File: config.mk
export PLATFORM = sky130hd
export DESIGN_NAME = cache_miss_handler
export DESIGN_NICKNAME = d
export VERILOG_FILES = /design/src/rtl/cache_miss_handler_pkg.sv /design/src/rtl/cache_miss_handler_perf_counter.sv /design/src/rtl/cache_miss_handler.sv
export SDC_FILE = /design/constraint.sdc
export NUM_CORES = 1
export LEC_CHECK = 0
export BUFFER_PORTS_ARGS = -buffer_cell sky130_fd_sc_hd__buf_2
export CAP_MARGIN = 20
export CORE_AREA = 5 5 477 479
export DETAILED_ROUTE_END_ITERATION = 6
export DIE_AREA = 0 0 482 484
export PLACE_DENSITY = 0.4
export REMOVE_ABC_BUFFERS = 1
export SLEW_MARGIN = 30
export SYNTH_ARGS = -nofsm -noshare
export SYNTH_HDL_FRONTEND = slang
export SYNTH_SLANG_ARGS = --single-unit
File: constraint.sdc
create_clock -name clk -period 3.3 [get_ports clk]
set_input_delay 0 -clock clk [delete_from_list [all_inputs] [get_ports clk]]
set_output_delay 0 -clock clk [all_outputs]
set_load 0.02 [all_outputs]
File: src/rtl/cache_miss_handler_pkg.sv
// Shared cache types for the 4-way, 16-set, 32-byte-line cache: geometry,
// way encoding, miss engine states and address slicing helpers.
package cache_types;

    localparam int NUM_SETS  = 16;
    localparam int SET_W     = 4;
    localparam int OFFSET_W  = 5;
    localparam int LINE_BITS = 256;
    localparam int ADDR_W    = 32;
    localparam int TAG_W     = ADDR_W - SET_W - OFFSET_W;
    localparam int CNT_W     = 32;

    typedef enum logic [1:0] {
        Way_A = 2'd0,
        Way_B = 2'd1,
        Way_C = 2'd2,
        Way_D = 2'd3
    } way_t;

    typedef enum logic [2:0] {
        IDLE    = 3'd0,
        CAPTURE = 3'd1,
        WB      = 3'd2,
        FILL    = 3'd3,
        INSTALL = 3'd4,
        DONE    = 3'd5
    } miss_state_t;

    function automatic logic [TAG_W-1:0] addr_tag(input logic [ADDR_W-1:0] addr);
        return addr[ADDR_W-1 -: TAG_W];
    endfunction

    function automatic logic [SET_W-1:0] addr_set(input logic [ADDR_W-1:0] addr);
        return addr[OFFSET_W +: SET_W];
    endfunction

    function automatic logic [ADDR_W-1:0] line_addr(input logic [TAG_W-1:0] tag,
                                                     input logic [SET_W-1:0] set);
        return {tag, set, {OFFSET_W{1'b0}}};
    endfunction

endpackage

File: src/rtl/cache_miss_handler_perf_counter.sv
// Free-running event counter; wraps modulo 2^W, never saturates.
module perf_counter #(
    parameter int W = 32
) (
    input  logic         clk,
    input  logic         rst,
    input  logic         en,
    output logic [W-1:0] count
);

    // Count one per enabled cycle, cleared by synchronous reset.
    always_ff @(posedge clk) begin
        if (rst) begin
            count <= {W{1'b0}};
        end else if (en) begin
            count <= count + {{(W-1){1'b0}}, 1'b1};
        end
    end

endmodule

File: src/rtl/cache_miss_handler.sv
// Miss/eviction engine: writes back a dirty PLRU victim, refills the line
// over the DFP port and installs it into the victim way.
module cache_miss_handler
    import cache_types::*;
(
    input  logic                 clk,
    input  logic                 rst,
    input  logic                 miss_req,
    input  logic [ADDR_W-1:0]    miss_addr,
    input  logic [1:0]           victim_way,
    input  logic                 victim_valid,
    input  logic                 victim_dirty,
    input  logic [TAG_W-1:0]     victim_tag,
    input  logic [LINE_BITS-1:0] victim_data,
    output logic [ADDR_W-1:0]    dfp_addr,
    output logic                 dfp_read,
    output logic                 dfp_write,
    output logic [LINE_BITS-1:0] dfp_wdata,
    input  logic [LINE_BITS-1:0] dfp_rdata,
    input  logic                 dfp_resp,
    output logic                 fill_we,
    output logic [1:0]           fill_way,
    output logic [SET_W-1:0]     fill_set,
    output logic [TAG_W-1:0]     fill_tag,
    output logic [LINE_BITS-1:0] fill_data,
    output logic                 miss_done,
    output logic                 busy,
    output logic [CNT_W-1:0]     miss_count,
    output logic [CNT_W-1:0]     wb_count
);

    miss_state_t          state_r;
    logic [TAG_W-1:0]     tag_r;
    logic [SET_W-1:0]     set_r;
    way_t                 way_r;
    logic                 wb_needed_r;
    logic [TAG_W-1:0]     vtag_r;
    logic [LINE_BITS-1:0] vdata_r;
    logic [LINE_BITS-1:0] line_r;
    logic [ADDR_W-1:0]    dfp_addr_r;
    logic                 dfp_read_r;
    logic                 dfp_write_r;
    logic                 fill_we_r;
    logic                 miss_done_r;
    logic                 busy_r;
    logic                 wb_en_s;
    logic                 miss_en_s;

    // Miss FSM; every output strobe is registered alongside the state.
    always_ff @(posedge clk) begin
        if (rst) begin
            state_r     <= IDLE;
            tag_r       <= {TAG_W{1'b0}};
            set_r       <= {SET_W{1'b0}};
            way_r       <= Way_A;
            wb_needed_r <= 1'b0;
            vtag_r      <= {TAG_W{1'b0}};
            vdata_r     <= {LINE_BITS{1'b0}};
            line_r      <= {LINE_BITS{1'b0}};
            dfp_addr_r  <= {ADDR_W{1'b0}};
            dfp_read_r  <= 1'b0;
            dfp_write_r <= 1'b0;
            fill_we_r   <= 1'b0;
            miss_done_r <= 1'b0;
            busy_r      <= 1'b0;
        end else begin
            case (state_r)
                IDLE: begin
                    // Victim info is frozen here; later PLRU updates must not leak in.
                    if (miss_req) begin
                        state_r     <= CAPTURE;
                        tag_r       <= addr_tag(miss_addr);
                        set_r       <= addr_set(miss_addr);
                        way_r       <= way_t'(victim_way);
                        wb_needed_r <= victim_valid & victim_dirty;
                        vtag_r      <= victim_tag;
                        vdata_r     <= victim_data;
                        busy_r      <= 1'b1;
                    end
                end
                CAPTURE: begin
                    if (wb_needed_r) begin
                        state_r     <= WB;
                        dfp_write_r <= 1'b1;
                        dfp_addr_r  <= line_addr(vtag_r, set_r);
                    end else begin
                        state_r    <= FILL;
                        dfp_read_r <= 1'b1;
                        dfp_addr_r <= line_addr(tag_r, set_r);
                    end
                end
                WB: begin
                    if (dfp_resp) begin
                        state_r     <= FILL;
                        dfp_write_r <= 1'b0;
                        dfp_read_r  <= 1'b1;
                        dfp_addr_r  <= line_addr(tag_r, set_r);
                    end
                end
                FILL: begin
                    if (dfp_resp) begin
                        state_r    <= INSTALL;
                        dfp_read_r <= 1'b0;
                        line_r     <= dfp_rdata;
                        fill_we_r  <= 1'b1;
                    end
                end
                INSTALL: begin
                    state_r     <= DONE;
                    fill_we_r   <= 1'b0;
                    miss_done_r <= 1'b1;
                end
                DONE: begin
                    state_r     <= IDLE;
                    miss_done_r <= 1'b0;
                    busy_r      <= 1'b0;
                end
                default: begin
                    state_r     <= IDLE;
                    dfp_read_r  <= 1'b0;
                    dfp_write_r <= 1'b0;
                    fill_we_r   <= 1'b0;
                    miss_done_r <= 1'b0;
                    busy_r      <= 1'b0;
                end
            endcase
        end
    end

    // Counter enables: a writeback completes on its response, a refill in DONE.
    always_comb begin
        wb_en_s   = 1'b0;
        miss_en_s = 1'b0;
        if (state_r == WB) begin
            wb_en_s = dfp_resp;
        end else if (state_r == DONE) begin
            miss_en_s = 1'b1;
        end else begin
            wb_en_s   = 1'b0;
            miss_en_s = 1'b0;
        end
    end

    perf_counter #(.W(CNT_W)) u_miss_cnt (
        .clk   (clk),
        .rst   (rst),
        .en    (miss_en_s),
        .count (miss_count)
    );

    perf_counter #(.W(CNT_W)) u_wb_cnt (
        .clk   (clk),
        .rst   (rst),
        .en    (wb_en_s),
        .count (wb_count)
    );

    assign dfp_addr  = dfp_addr_r;
    assign dfp_read  = dfp_read_r;
    assign dfp_write = dfp_write_r;
    assign dfp_wdata = vdata_r;
    assign fill_we   = fill_we_r;
    assign fill_way  = way_r;
    assign fill_set  = set_r;
    assign fill_tag  = tag_r;
    assign fill_data = line_r;
    assign miss_done = miss_done_r;
    assign busy      = busy_r;

endmodule

[After elaboration in Yosys (flattened, before gate mapping)]
Index checks and enable logic that the tools add are counted.
Storage, ports and cells
  register bits: 669
  input bits: 575
  output and inout bits: 642
  word-level logic and storage cells: 69
Cells by class
  add/subtract/negate cells: 2
  equal/unequal tests: 10
  multiplexer cells: 21
  bitwise gates (word level): 5
  reduce and logical (&&, ||, !) cells: 15
Operators with widths (number)
  32-bit by 1-bit adder with 32-bit output, second input constant: 2
  32-bit 2-to-1 mux: 2
  32-bit one-hot mux with 2 select lines: 1
  4-bit OR reduction: 4
  3-bit one-hot mux with 5 select lines: 1
  2-bit != test, second input constant: 5
  2-bit AND reduction: 5
  1-bit 2-to-1 mux: 9
  3-bit 2-to-1 mux: 3
  3-bit by 2-bit == test with 1-bit output, second input constant: 2
  3-bit == test, second input constant: 2
  1-bit one-hot mux with 2 select lines: 3
  3-bit AND reduction: 2
  1-bit inverter: 4
  1-bit one-hot mux with 4 select lines: 1
  4-bit AND reduction: 1
  3-bit by 1-bit == test with 1-bit output, second input constant: 1
  3-bit zero test: 1
  1-bit one-hot mux with 3 select lines: 1
  3-bit OR reduction: 1
  2-bit nonzero test: 1
  1-bit AND: 1

[Depth between registers and ports, before layout]
Gate-level depths: netlist of run 1.
  depth after elaboration: 4
  gate-level depth with buffers: 8
  gate-level depth less buffers: 5

[By module]
Synthesis of run 1 repeated with hierarchy kept, for this count alone.
Second synthesis, totals
  cell total of the unflattened synthesis: 3020
  area, all modules: 24076.8 µm²
Modules (own cells, without submodules)
  cache_miss_handler: times used 1, cells an instance 2665, area each 21023.9 µm², sequential area each 12011.5 µm²
  perf_counter (u_miss_cnt): times used 1, cells an instance 181, area each 1564.0 µm², sequential area each 640.6 µm²
  perf_counter (u_wb_cnt): times used 1, cells an instance 174, area each 1488.9 µm², sequential area each 640.6 µm²

[Worst setup path after synthesis of run 1]
OpenSTA, ideal clock, no wires.
  path kind: register to register
  start point: register u_miss_cnt.count[0]
  end point: register u_miss_cnt.count[28]
  setup time: 123 ps
  arrival: 2090 ps
  data required time: 3177 ps
  slack: 1087 ps
  stages on the path, launching flop included: 7
  buffers on the path: 1
  period minus slack after synthesis: 2213 ps
  cell sequence: dfxtp_1 ha_1 nand4b_1 or4_1 clkbuf_1 nor4_1 mux2_1
Between the ends
  cells in the longest elaborated chain, start to end: 1
RTL lines
  from (decl): RTL line cache_miss_handler_perf_counter.sv:8  | output logic [W-1:0] count
  from (signal assigned): RTL line cache_miss_handler_perf_counter.sv:14  | count <= {W{1'b0}};
  from (signal assigned): RTL line cache_miss_handler_perf_counter.sv:16  | count <= count + {{(W-1){1'b0}}, 1'b1};
  32-bit by 1-bit adder with 32-bit output: RTL line cache_miss_handler_perf_counter.sv:16
Every way passes these cells.
A chain may end at the register's enable or synchronous reset.

[Worst setup path in the final report of run 1]
  start point: register state_r[0]
  end point: register wb_needed_r
Between the ends
  cells in the longest elaborated chain, start to end: 2
RTL lines
  from (decl): RTL line cache_miss_handler.sv:32  | miss_state_t state_r;
  from (signal assigned): RTL line cache_miss_handler.sv:52  | state_r <= IDLE;
  from (signal assigned): RTL line cache_miss_handler.sv:71  | state_r <= CAPTURE;
  from (signal assigned): RTL line cache_miss_handler.sv:83  | state_r <= WB;
  3-bit zero test: RTL line cache_miss_handler.sv:67  | case (state_r)
  2-bit AND reduction (no line)
  to (signal assigned): RTL line cache_miss_handler.sv:75  | wb_needed_r <= victim_valid & victim_dirty;
  to (decl): RTL line cache_miss_handler.sv:36  | logic wb_needed_r;
Every way passes these cells.

==> results of run 1 <==
kinds of logic after synthesis:
| family | count (synthesis) |
|---|---|
| AO/OA/AOI/OAI | 672 |
| XOR/XNOR | 19 |
| adder cells (fa/ha/maj) | 2 |
| buffers and inverters | 238 |
| flip-flops | 664 |
| multiplexers | 38 |
| other | 1 |
| AND/OR/NAND/NOR | 1350 |
registers in the layout, summed over array words and instances, names as in the netlist, 3 cells and up:
| signal | flops |
|---|---|
| dfp_wdata | 256 |
| fill_data | 256 |
| vtag_r | 23 |
| dfp_addr | 27 |
| u_miss_cnt.count | 32 |
| state_r | 3 |
| fill_set | 4 |
| fill_tag | 23 |
| u_wb_cnt.count | 32 |
metrics by stage:
| stage | instance area [um^2] | cells | TNS, ps |
|---|---|---|---|
| 2_1_floorplan | 22900 | 2760 | -2507410 |
| 3_5_place_dp | 33400 | 7020 | 0 |
| 3_3_place_gp | 33400 | 7020 | 0 |
| 4_1_cts | 45700 | 8104 | 0 |
| 5_1_grt | 45700 | 8121 | 0 |
| 6_report | 45800 | 8126 | 0 |
layout make-up:
type | count | area share [%]
repair buffers | 2201 | 35.2
clock inverters | 29 | 0.984
well taps | 2992 | 8.18
inverters | 10 | 0.0902
flip-flops and latches | 664 | 29.1
multi-input cells | 2087 | 21.0
clock buffers | 124 | 5.38
diodes | 19 | 0.104
final timing paths:
check                               startpoint             end  slack [ps]  depth (start not counted)
worst max-delay path                state_r[0]     wb_needed_r         190                          8
worst min register to register  fill_data[215]  fill_data[215]         450                          2
worst max register to register      state_r[0]     wb_needed_r         190                          8
worst min-delay path             dfp_rdata[42]   fill_data[42]         100                          4
critical path, stage by stage, from the launching register on:
cell,delay (ps)
dfxtp_1,320
buf_4,190
nor2_4,470
and3_4,560
buf_6,180
nand3_1,70
dlygate4sd3_1,560
a21oi_1,130
dlygate4sd3_1,550
placed cells by master (no fill, tap or decap), types with 16 or more instances in the layout:
cell           count
clkbuf_8          19
a21oi_1          604
nor2_1            60
nand4_1           21
dfxtp_1          664
buf_12            22
dlygate4sd3_1    931
buf_4             40
diode_2           19
nand3_1           21
clkbuf_1          20
buf_2           1205
or3_1             16
mux2i_1           29
nand2_1         1154
a211oi_1          23
or4_1             23
clkbuf_16         85
o31ai_1           18
timing repair:
item | CTS | global route
setup endpoints to repair | 0 | 1
resized for setup | 0 | 5
buffers inserted | 0 | 2
hold endpoints to repair | 606 | 0
hold buffers | 931 | 0
routing by layer:
metal,global-route usage [%],up-vias
met2,22.0,1146
met1,13.8,13556
met3,4.32,246
li1,-,13980
met5,0,-
met4,5.44,18
where the power goes:
part / switching [mW] / internal (mW) / total, mW / leakage [nW]
Combinational: 2.84 / 1.95 / 4.79 / 12.9
Clock: 4.05 / 5.83 / 9.88 / 1.42
Sequential: 0.315 / 8.54 / 8.86 / 5.40
Total: 7.21 / 16.3 / 23.5 / 19.7
==> flow_summary_export.csv, run 1 <==
group,metric,value,unit
critical_path,worstSetupPathType,"register to register",
route,wl_met2,74600,um
power,p_per_area,514,nW/um^2
synth,synthSimpleGateAreaFrac,22.8,%
floorplanning,fp.dieH,484,um
cts,cts_tree,"built",
timing,grt_setup_unrepaired,"false",
run,drv_cap,0,
route,wl,156000,um
power,peakVddDrop,0.000414,V
timing,setup-violations-final,0,
timing,skew,22.1,ps
route,ant_nets,0,
layout,finalCoreUtilization,20.5,%
route,post_drt_wl_per_cell,19.2,um
timing,timing.final.max_slew_violations,0,
route,viasPerCell,3.56,
timing,tightestPinTransition,796,ps
synth,yosys_most_used_dff,"dfxtp_1",
synth,synth_edf_count,0,
synth,synth_top_cell_by_area,"dfxtp_1",
route,first_pass_iters,5,
layout,drive_gt1_share,27.7,%
route,vias,28946,
route,top_layer_used,"met5",
floorplanning,num_io_pins,1217,
hold_path,hold_path_class,"input port to register",
synth,synth_area_leaders,"dfxtp_1 56%, nand2_1 18%, a21oi_1 13%",
critical_path,path_max_fanout,12,
synth,syn_inst,2984,
place,place_ws,798,ps
synth,synth-adder-area-share,0.105,%
floorplanning,die-area,233000,um^2
synth,synth_common_cells,"1154 x nand2_1, 664 x dfxtp_1, 605 x a21oi_1",
layout,n_fill_cell,24831,
timing,setup_slack,190,ps
route,wl_met3,14200,um
critical_path,endpoint_kind,"register",
timing,timing.hold.ws,104,ps
floorplanning,start_util,10.7,%
layout,regArea,13300,um^2
timing,max_freq,322,MHz
cts,cts.path.max_buffers,3,
floorplanning,num_rows,174,
grt,grt_pass1_vias,29414,
layout,multi_input_area,9590,um^2
timing,final-hold-violation-count,0,
cts,cts-root-buf,"clkbuf_16",
route,drc,0,
place,place.gp.congestion,0.891,
critical_path,start_kind,"register",
synth,yosys_warnings,0,
timing,slew_headroom,46.9,%
layout,area_growth,92.4,%
timing,post-route-min-period,3110,ps
cts,clk_latency,700,ps
synth,synth_compound_area_share,14.7,%
synth,ys_seq_area_share,55.9,%
synth,yosysMostFrequentCell,"nand2_1",
critical_path,cp.arrival,3750,ps
synth,ys_types,43,
synth,syn_avg_cell_area,7.97,um^2
synth,synthArstFlopShare,0,%
run_status,outcome,"completed",
cts,clkSinkCount,664,
synth,ys_ff_latch,664,
grt,grt_remaining_overflow,0,
place,portBuffers,1206,
synth,synth.top_cell.area_share,55.9,%
floorplanning,placeableCoreArea,223000,um^2
grt,antenna_found_initial,64,
synth,syn-cell-area,23800,um^2
grt,grt_max_degree,86,
route,wl_met1,60400,um
power,finalPower,23.5,mW
cts,path_clk_slew,60,ps
place,place_hpwl,119000,um
synth,synth_top_family_by_area,"simple AND/OR/NAND/NOR gates",
layout,nNetsFinal,5625,
floorplanning,dieWidth,482,um
synth,synth-xor-area-share,0.700,%
synth,synth.mux.area_fraction,1.65,%
cts,cts_buffers,84,
grt,grt_pass1_wl,215000,um
critical_path,critPathRequiredTime,3940,ps
route,initialDrtViolationCount,1419,
cts,htree_num_levels,3,
power,leakagePower,19.7,nW
grt,grt_usage,12.6,%
timing,timing.final.crit_share,94.2,%
(Power assumes the default switching activity.)
==> run 2, diff against run 1 <==
RECOVER_POWER = 100   (was default)
==> flow_summary_export.csv, run 2 (same netlist as run 1, synthesis figures left out) <==
group,metric,value,unit
grt,grt_max_degree,86,
critical_path,r2r_start,"state_r[0]",
route,wl,156000,um
critical_path,crit_chain,"buf_4 > nor2_4 > and3_4 > buf_6 > nand3_1 > dlygate4sd3_1 > a21oi_1 > dlygate4sd3_1",
cts,path_clk_slew,60,ps
route,drc,0,
route,initialDrtViolationCount,1369,
grt,antenna_found_initial,64,
timing,max_freq,322,MHz
grt,grt_pass1_vias,29414,
timing,slew_headroom,-51.5,%
layout,nNetsFinal,5625,
critical_path,cp.arrival,3750,ps
grt,gr-max-usage-layer,"met2",
timing,skew,22.4,ps
timing,timing.final.max_slew_violations,71,
run_status,failed_checks,"max-capacitance violations, max-slew violations",
route,vias,29095,
route,first_pass_iters,5,
grt,met2_usage,22.0,%
timing,tns,0,ps
cts,clk_latency,700,ps
grt,grt_remaining_overflow,0,
run,drv_cap,2,
floorplanning,dieWidth,482,um
floorplanning,die-area,233000,um^2
grt,met3_usage,4.32,%
floorplanning,placeableCoreArea,223000,um^2
timing,grt_setup_unrepaired,"false",
cts,clkSinkCount,664,
hold_path,min_from,"dfp_rdata[133]",
layout,final_cell_mix,"1154 x nand2_1, 931 x dlygate4sd3_1, 666 x clkbuf_1, 664 x dfxtp_1, 604 x a21oi_1",
place,portBuffers,1206,
cts,cts_buffers,84,
critical_path,timing.critical_path.mode_cell,"dlygate4sd3_1",
run_status,outcome,"finished, violations left",
place,place_hpwl,119000,um
layout,final_area,44800,um^2
grt,grt_pass1_wl,215000,um
critical_path,path_buf_inv,4,
critical_path,crit_start,"state_r[0]",
place,place.gp.congestion,0.891,
route,post_drt_wl_per_cell,19.2,um
critical_path,critPathTopFamily,"buffers and inverters",
timing,post-route-min-period,3110,ps
power,p_per_area,522,nW/um^2
timing,setup-violations-final,0,
hold_path,hold_path_class,"input port to register",
critical_path,path_max_fanout,12,
power,leakagePower,16.9,nW
power,peakVddDrop,0.000410,V
layout,final_common_cell,"nand2_1",
layout,drive_gt1_share,15.0,%
route,viasPerCell,3.58,
floorplanning,num_io_pins,1217,
cts,cts.path.max_buffers,3,
timing,final-hold-violation-count,0,
route,ant_nets,0,
cts,cts-root-buf,"clkbuf_16",
floorplanning,start_util,10.7,%
critical_path,slowest_stage,"and3_4",
critical_path,start_kind,"register",
grt,grt_usage,12.6,%
place,place_area,33400,um^2
critical_path,worstSetupPathType,"register to register",
cts,cts_tree,"built",
floorplanning,fp.dieH,484,um
critical_path,endpoint_kind,"register",
cts,htree_num_levels,3,
timing,tightestPinTransition,2270,ps
floorplanning,num_rows,174,
critical_path,critPathMaxStageDelay,560,ps
critical_path,critPathRequiredTime,3940,ps
timing,timing.final.crit_share,94.2,%
layout,area_growth,88.4,%
grt,grt_util_met1,13.8,%
[run 2: changes by cell type in the layout (fill, tap and decap cells not counted), moves of 2 or more]
cell and change:
buf_2 -637, clkbuf_2 +5, buf_6 +2, buf_4 -12, clkbuf_4 +4, buf_12 -7, clkbuf_1 +646
[run 2: area by class of cell]
| class | instances | area, um^2 |
|---|---|---|
| clock buffers | 124 | 2460 |
| clock inverters | 29 | 450 |
| repair buffers | 2201 | 15200 |
| multi-input cells | 2087 | 9570 |
| inverters | 10 | 41.3 |
| diodes | 20 | 50.0 |
| flip-flops and latches | 664 | 13300 |
| fillers | 25153 | 178000 |
| well taps | 2992 | 3740 |
[run 2: per-stage QoR]
step / hold WS (ps) / power, mW / setup WS (ps) / instances / utilization, %
after global placement: 243 / 12.8 / 799 / 7020 / 15.0
after floorplan: 69.1 / 10.9 / -5490 / 2760 / -
after CTS: 0.0354 / 24.0 / 82.8 / 8104 / 20.5
after detailed placement: 247 / 12.9 / 798 / 7020 / 15.0
after global routing: 35.8 / 24.6 / 36.2 / 8122 / 20.1
final: 97.0 / 23.4 / 191 / 8127 / 20.1
[run 2: per-layer routing]
| layer | up-vias | routed length [um] |
|---|---|---|
| li1 | 13988 | - |
| met1 | 13630 | 59800 |
| met2 | 1184 | 73900 |
| met3 | 275 | 14700 |
| met4 | 18 | 7750 |
| met5 | - | 111 |
[run 2: timing repair]
action	4_1_cts	5_1_grt
gates resized for setup	0	5
buffers inserted	0	2
hold buffers	931	0
endpoints found under the setup margin	0	1
endpoints found under the hold margin	606	0
[run 2: final timing paths]
kind,endpoint,slack [ps],cells past startpoint
min reg2reg,fill_data[78],450,2
min,fill_data[133],100,4
max,wb_needed_r,190,8
max reg2reg,wb_needed_r,190,8
[run 2: worst register-to-register path, cell delays in order, from the launching register on]
cell           delay, ps
dfxtp_1              320
buf_4                180
nor2_4               480
and3_4               560
buf_6                190
nand3_1               70
dlygate4sd3_1        560
a21oi_1              130
dlygate4sd3_1        550
[run 2: report_power, final]
group / total, mW / leakage [nW] / internal [mW] / switching [mW]
Sequential: 8.87 / 5.40 / 8.54 / 0.326
Clock: 9.88 / 1.42 / 5.83 / 4.05
Combinational: 4.62 / 10.1 / 1.78 / 2.83
==> run 3, diff against run 2 <==
--- a/config.mk
+++ b/config.mk
@@ -9,5 +9,5 @@
 export CAP_MARGIN = 20
-export CORE_AREA = 5 5 477 479
+export CORE_AREA = 5 5 468 470
 export DETAILED_ROUTE_END_ITERATION = 6
-export DIE_AREA = 0 0 482 484
+export DIE_AREA = 0 0 473 475
 export PLACE_DENSITY = 0.4
--- a/constraint.sdc
+++ b/constraint.sdc
@@ -3,2 +3,2 @@
 set_output_delay 0 -clock clk [all_outputs]
-set_load 0.02 [all_outputs]
+set_load 0.05 [all_outputs]
==> flow_summary_export.csv, run 3 (same netlist as run 1, synthesis figures left out) <==
group,metric,value,unit
route,drc,0,
grt,grt_pass1_vias,30412,
floorplanning,dieWidth,473,um
critical_path,start_kind,"register",
floorplanning,num_rows,170,
timing,timing.hold.ws,97.7,ps
layout,n_fill_cell,24118,
cts,cts.path.max_buffers,3,
critical_path,crit_chain,"nor2_1 > and3_4 > nand3_1 > dlygate4sd3_1 > a21oi_1 > dlygate4sd3_1",
critical_path,critPathRequiredTime,3930,ps
floorplanning,num_io_pins,1217,
place,dp_cells,6853,
place,portBuffers,1206,
grt,grt_pass1_wl,219000,um
floorplanning,start_util,11.1,%
timing,setup-violations-final,0,
layout,final_cell_mix,"1154 x nand2_1, 1033 x dlygate4sd3_1, 664 x dfxtp_1, 663 x clkbuf_1, 604 x a21oi_1",
cts,path_clk_slew,60,ps
grt,grt_max_degree,162,
layout,drive_gt1_share,14.7,%
critical_path,r2r_end,"wb_needed_r",
route,initialDrtViolationCount,1494,
cts,cts-root-buf,"clkbuf_16",
power,p_per_area,548,nW/um^2
layout,area_growth,92.7,%
timing,final-hold-violation-count,0,
grt,antenna_found_initial,89,
critical_path,critPathMaxStageDelay,580,ps
timing,skew,36.0,ps
critical_path,rrSetupSlack,270,ps
route,post_drt_wl_per_cell,19.7,um
cts,htree_num_levels,3,
route,wl,159000,um
layout,nNetsFinal,5717,
timing,timing.final.max_slew_violations,0,
critical_path,timing.critical_path.mode_cell,"dlygate4sd3_1",
cts,clkSinkCount,664,
cts,post_cts_buffers,0,
floorplanning,placeableCoreArea,214000,um^2
place,place.gp.congestion,0.867,
timing,grt_setup_unrepaired,"false",
floorplanning,fp.dieH,475,um
hold_path,min_from,"miss_addr[10]",
hold_path,hold_path_class,"input port to register",
run,drv_cap,0,
layout,final_common_cell,"nand2_1",
critical_path,slowest_stage,"dlygate4sd3_1",
floorplanning,die-area,225000,um^2
timing,max_freq,330,MHz
timing,tightestPinTransition,1370,ps
route,first_pass_iters,5,
critical_path,cp.arrival,3660,ps
route,ant_nets,0,
run_status,outcome,"completed",
timing,post-route-min-period,3030,ps
cts,cts_tree,"built",
cts,cts_buffers,90,
critical_path,worstSetupPathType,"register to register",
grt,grt_remaining_overflow,0,
hold_path,hold_path_depth,4,
hold_path,holdPathEnd,"fill_tag[1]",
critical_path,r2r_start,"state_r[0]",
power,leakagePower,17.4,nW
critical_path,critPathTopFamily,"simple AND/OR/NAND/NOR gates",
critical_path,ff2ff_path_depth,6,
critical_path,path_max_fanout,17,
route,viasPerCell,3.65,
timing,timing.final.crit_share,91.8,%
place,place_hpwl,120000,um
critical_path,endpoint_kind,"register",
power,peakVddDrop,0.000379,V
layout,final-instance-count-excl-fill,8082,
grt,grt_usage,13.5,%
timing,slew_headroom,8.71,%
critical_path,path_buf_inv,2,
route,vias,29536,
cts,clk_latency,720,ps
## run 3: layout make-up
class / instances / area, um^2 / area share (%)
inverters: 10 / 37.5 / 0.0819
clock inverters: 41 / 628 / 1.37
diodes: 30 / 75.1 / 0.164
repair buffers: 2288 / 16200 / 35.3
flip-flops and latches: 664 / 13300 / 29.0
well taps: 2838 / 3550 / 7.75
clock buffers: 125 / 2500 / 5.46
multi-input cells: 2086 / 9560 / 20.9
## run 3: worst max-delay path by stage
stage / from / to / slack, ps / cells after the start
6_report: state_r[0] / wb_needed_r / 270 / 6
5_1_grt: state_r[0] / dfp_wdata[36] / 20 / 6
4_1_cts: state_r[0] / wb_needed_r / 240 / 6
3_5_place_dp: state_r[2] / u_miss_cnt.count[31] / 760 / 4
3_3_place_gp: state_r[2] / u_miss_cnt.count[31] / 770 / 4
2_1_floorplan: state_r[2] / fill_data[0] / -5490 / 4
## run 3: worst min-delay path, cell delays in order
cell           delay [ps]
dlygate4sd3_1         540
buf_2                 120
nand2_1                50
a21oi_1                50
## run 3: timing repair
| item | in CTS | in global routing |
|---|---|---|
| resized for setup | 0 | 0 |
| hold buffers | 1033 | 0 |
| hold endpoints to repair | 570 | 0 |
## run 3: layer usage
layer	up-vias	routed length [um]	share of wire [%]	global-route usage (%)
li1	14179	-	-	-
met1	13820	59800	38	14.6
met4	14	8260	5.2	6.30
met5	-	83	0.052	0.260
met2	1194	75900	48	23.2
met3	329	15200	9.5	5.32
## run 3: per-stage QoR
step	setup TNS (ps)	instance area (um^2)	setup WS (ps)	utilization, %	power [mW]
floorplan	-2507410	22900	-5490	-	12.0
global placement	0	33100	768	15.5	13.8
detailed placement	0	33100	764	15.5	13.8
CTS	0	46600	241	21.8	25.9
global route	0	45800	17.9	21.4	26.4
finish	0	45800	272	21.4	25.1
## run 3: power breakdown
group          leakage (nW)  internal [mW]  total [mW]  switching, mW
Clock                  1.53           6.29        10.5           4.26
Sequential             5.40           8.54        8.86          0.312
Combinational          10.5           1.83        5.71           3.88
